`src/rtl/sort4_ctrl.sv`:
```
// sort4_ctrl: loads four elements, bubble-sorts them ascending with one shared
// magnitude comparator, then drains them smallest-first over a valid/ready port.
// Optional build macro SORT_EARLY_EXIT_EN: leave SORT after the first pass
// that makes no swap (3, 6 or 9 cycles) instead of always running 9 cycles.

module sort4_cmp #(
  parameter int W = 4
) (
  input  logic [W-1:0] a,
  input  logic [W-1:0] b,
  output logic         g,
  output logic         l,
  output logic         e
);
  // Unsigned magnitude compare of a against b
  always_comb begin
    g = (a > b);
    l = (a < b);
    e = (a == b);
  end
endmodule

module sort4_ctrl #(
  parameter int WIDTH = 4
) (
  input  logic             clk,
  input  logic             rst,
  input  logic             in_valid,
  input  logic [WIDTH-1:0] in_data,
  output logic             in_ready,
  output logic             out_valid,
  output logic [WIDTH-1:0] out_data,
  output logic             out_last,
  input  logic             out_ready,
  output logic             busy
);
  typedef enum logic [1:0] {S_LOAD, S_SORT, S_DRAIN} state_t;

  state_t                 state, state_nx;
  logic [3:0][WIDTH-1:0]  sbuf;
  logic [1:0]             wcnt, rcnt, idx, pass;
  logic                   swapped;
  logic [1:0]             idx_p1;
  logic [WIDTH-1:0]       cmp_a, cmp_b;
  logic                   cmp_g, cmp_l, cmp_e;
  logic                   load_done, pass_end, sort_done, drain_done;

  // idx never reaches 3 in SORT, so idx+1 stays inside the buffer
  assign idx_p1 = idx + 2'd1;
  assign cmp_a  = sbuf[idx];
  assign cmp_b  = sbuf[idx_p1];

  sort4_cmp #(.W(WIDTH)) u_cmp (
    .a (cmp_a),
    .b (cmp_b),
    .g (cmp_g),
    .l (cmp_l),
    .e (cmp_e)
  );

  // Phase-completion terms shared by the FSM and the datapath
  always_comb begin
    load_done  = in_valid && (wcnt == 2'd3);
    pass_end   = (idx == 2'd2);
`ifdef SORT_EARLY_EXIT_EN
    sort_done  = pass_end && ((pass == 2'd2) || (!swapped && !cmp_g));
`else
    sort_done  = pass_end && (pass == 2'd2);
`endif
    drain_done = out_ready && (rcnt == 2'd3);
  end

  // State register
  always_ff @(posedge clk) begin
    if (rst) state <= S_LOAD;
    else     state <= state_nx;
  end

  // Next-state logic
  always_comb begin
    state_nx = state;
    case (state)
      S_LOAD:  if (load_done)  state_nx = S_SORT;
      S_SORT:  if (sort_done)  state_nx = S_DRAIN;
      S_DRAIN: if (drain_done) state_nx = S_LOAD;
      default:                 state_nx = S_LOAD;
    endcase
  end

  // Moore outputs; out_data is forced to zero outside DRAIN
  always_comb begin
    in_ready  = 1'b0;
    out_valid = 1'b0;
    out_data  = '0;
    out_last  = 1'b0;
    busy      = 1'b0;
    case (state)
      S_LOAD:  in_ready = 1'b1;
      S_SORT:  busy     = 1'b1;
      S_DRAIN: begin
        out_valid = 1'b1;
        out_data  = sbuf[rcnt];
        out_last  = (rcnt == 2'd3);
      end
      default: ;
    endcase
  end

  // Buffer, counters and compare-step bookkeeping
  always_ff @(posedge clk) begin
    if (rst) begin
      sbuf    <= '0;
      wcnt    <= 2'd0;
      rcnt    <= 2'd0;
      idx     <= 2'd0;
      pass    <= 2'd0;
      swapped <= 1'b0;
    end else begin
      case (state)
        S_LOAD: if (in_valid) begin
          sbuf[wcnt] <= in_data;
          wcnt       <= wcnt + 2'd1;
          if (wcnt == 2'd3) begin
            idx     <= 2'd0;
            pass    <= 2'd0;
            swapped <= 1'b0;
          end
        end
        S_SORT: begin
          // Only strictly greater swaps, so equal keys keep their order
          if (cmp_g) begin
            sbuf[idx]    <= cmp_b;
            sbuf[idx_p1] <= cmp_a;
          end
          if (pass_end) begin
            idx     <= 2'd0;
            pass    <= pass + 2'd1;
            swapped <= 1'b0;
          end else begin
            idx     <= idx_p1;
            swapped <= swapped | cmp_g;
          end
        end
        S_DRAIN: if (out_ready) begin
          rcnt <= rcnt + 2'd1;
          if (rcnt == 2'd3) wcnt <= 2'd0;
        end
        default: ;
      endcase
    end
  end
endmodule

```
`config.mk`:
```
export PLATFORM = sky130hd
export DESIGN_NAME = sort4_ctrl
export DESIGN_NICKNAME = d
export VERILOG_FILES = /design/src/rtl/sort4_ctrl.sv
export SDC_FILE = /design/constraint.sdc
export NUM_CORES = 1
export LEC_CHECK = 0
export BUFFER_PORTS_ARGS = -buffer_cell sky130_fd_sc_hd__buf_2
export CORE_MARGIN = 1
export CORE_UTILIZATION = 39
export CTS_BUF_LIST = sky130_fd_sc_hd__clkbuf_4 sky130_fd_sc_hd__clkbuf_8
export DETAILED_ROUTE_END_ITERATION = 10
export PLACE_DENSITY_LB_ADDON = 0.08
export SLEW_MARGIN = 20
export SYNTH_ARGS = -nofsm -noshare
export SYNTH_HDL_FRONTEND = slang
export SYNTH_HIERARCHICAL = 1
export SYNTH_SLANG_ARGS = --single-unit
```
`constraint.sdc`:
```
create_clock -name clk -period 5.25 [get_ports clk]
set_input_delay 1.05 -clock clk [delete_from_list [all_inputs] [get_ports clk]]
set_output_delay 1.05 -clock clk [all_outputs]
set_load 0.05 [all_outputs]
```
==> flow_summary.json <==
{
  "outcome": "finished, final reports clean",
  "dieWidth_um": 76.5,
  "viasPerCell": 6.04,
  "grt_setup_unrepaired": "no",
  "vias": 1848,
  "grt-ovfl-total": 0,
  "synth_area_sq_mm": 0.00216,
  "crit_fanout": 12,
  "maxCapViolations": 0,
  "first_global_vias": 1855,
  "num-fill-cells": 511,
  "rows": 26,
  "antenna_found_initial": 0,
  "powerDensity_mw_per_mm2": 197,
  "p_leak_nw": 0.794,
  "final_hold_viol_count": 0,
  "post_cts_buffers": 0,
  "cts_tree": "built",
  "worstPathArrival_ps": 4410,
  "grt_max_degree": 35,
  "power_uw": 455,
  "layout_commonest_cell": "dfxtp_1",
  "die_y_um": 76.5,
  "postRouteAntennaNets": 0,
  "peakVddDrop_mv": 0.124,
  "routedWlPerCell_um": 19.0,
  "ctsHoldBuffers": 0,
  "drtIter0Drc": 179,
  "num_antenna_cells": 0,
  "pin_count": 16,
  "worst_slew_pin_slew_ps": 889,
  "final_cell_mix": "dfxtp_1 (26), ha_1 (19), o221ai_1 (16), nand3_1 (16), buf_2 (15)",
  "tns_ps": 0,
  "area_growth_pct": 6.94,
  "hold_class": "reg2reg",
  "layout-drive-gt1-share_pct": 15.7,
  "dr.pass1.iters": 4,
  "setup_viol": 0,
  "worstSetupPathType": "reg2reg",
  "yosysWarnings": 6,
  "clkTransAtPathRegs_ps": 100,
  "post_cts_resized": 0,
  "finClkSkew_ps": 2.32,
  "io_buffers": 15,
  "period_minus_slack_ps": 4260,
  "clockRootBuffer": "clkbuf_8",
  "synthesis.nets": 256,
  "wl_mm": 5.82,
  "dieArea_sq_mm": 0.00585,
  "cp-start-kind": "register",
  "cts_made_buffers": 3,
  "grt_use_total_pct": 21.8,
  "coreArea_sq_mm": 0.00524,
  "drc_errors": 0,
  "slew_violations": 0,
  "max_freq_mhz": 235,
  "r2r_cells": 12,
  "grt_first_pass_wirelength_mm": 9.82,
  "worst_slew_margin_rel_pct": 40.6,
  "worstPathRequired_ps": 5400,
  "syn_inst": 229,
  "htree_levels": 1,
  "syn_area_per_cell_sq_um": 9.45,
  "end_kind": "register",
  "worstHoldPathCells": 2,
  "dp_hpwl_mm": 4.19,
  "fin_crit_sh_pct": 81.1,
  "fin_nets": 264,
  "timing.hold.ws_ps": 537,
  "clock_latency_ps": 290,
  "start_util_pct": 41.3,
  "place.gp.congestion": 0.891,
  "clock-sinks": 26,
  "cts.path.max_buffers": 2,
  "r2r_slack_ps": 990
}
state kept, by name (all words and copies together), names as in the netlist:
| name | count |
|---|---|
| sbuf | 16 |
| rcnt | 2 |
| idx | 2 |
| state | 2 |
| wcnt | 2 |
| pass | 2 |
final cells by class:
type,count,area (sq um),share of cell area [%]
tap,70,87.6,3.78
sequential,26,520,22.5
timing repair buffer,15,75.1,3.24
inverter,15,56.3,2.43
clock inverter,1,30.0,1.30
multi-input combinational,176,1500,65.0
clock buffer,3,41.3,1.78
per-layer routing:
metal  share of wire (%)  global-route usage (%)
met3                 6.6                    4.43
met2                  45                    33.5
met4                 1.5                    8.85
met1                  47                    29.6
met5                   0                       0
worst max-delay path, stage by stage, from the launching register on:
cell       delay [ps]
dfxtp_1           660
clkinv_1          430
ha_1              680
mux2i_1           160
mux2i_1           300
inv_1              80
ha_1              300
nand2_1            80
o21bai_4          170
a21oi_2           160
mux2i_2           170
a2111oi_4         690
o221ai_1          230
where the power goes:
group / internal (mW) / leakage [nW] / total (mW) / switching, mW
clock: 0.102 / 0.0357 / 0.178 / 0.0756
combinational: 0.0298 / 0.548 / 0.0695 / 0.0397
sequential: 0.202 / 0.210 / 0.208 / 0.00611
total: 0.334 / 0.794 / 0.455 / 0.121
worst paths after layout:
kind	start	end
max	idx[0]$_SDFFE_PP0P_	sbuf[15]$_SDFFE_PP0P_
min	wcnt[1]$_SDFFE_PP0P_	wcnt[1]$_SDFFE_PP0P_
min reg2reg	wcnt[1]$_SDFFE_PP0P_	wcnt[1]$_SDFFE_PP0P_
max reg2reg	idx[0]$_SDFFE_PP0P_	sbuf[15]$_SDFFE_PP0P_
stage by stage:
step | instances | instance area [sq um] | utilization (%) | setup slack (ps)
finish | 306 | 2310 | 44.2 | 990
floorplan | 229 | 2160 | - | 1750
detailed placement | 302 | 2240 | 42.8 | 1040
global placement | 302 | 2240 | 42.8 | 1110
global route | 306 | 2310 | 44.2 | 693
CTS | 306 | 2310 | 44.2 | 998
Note: power is estimated with default switching activity, not from simulation.
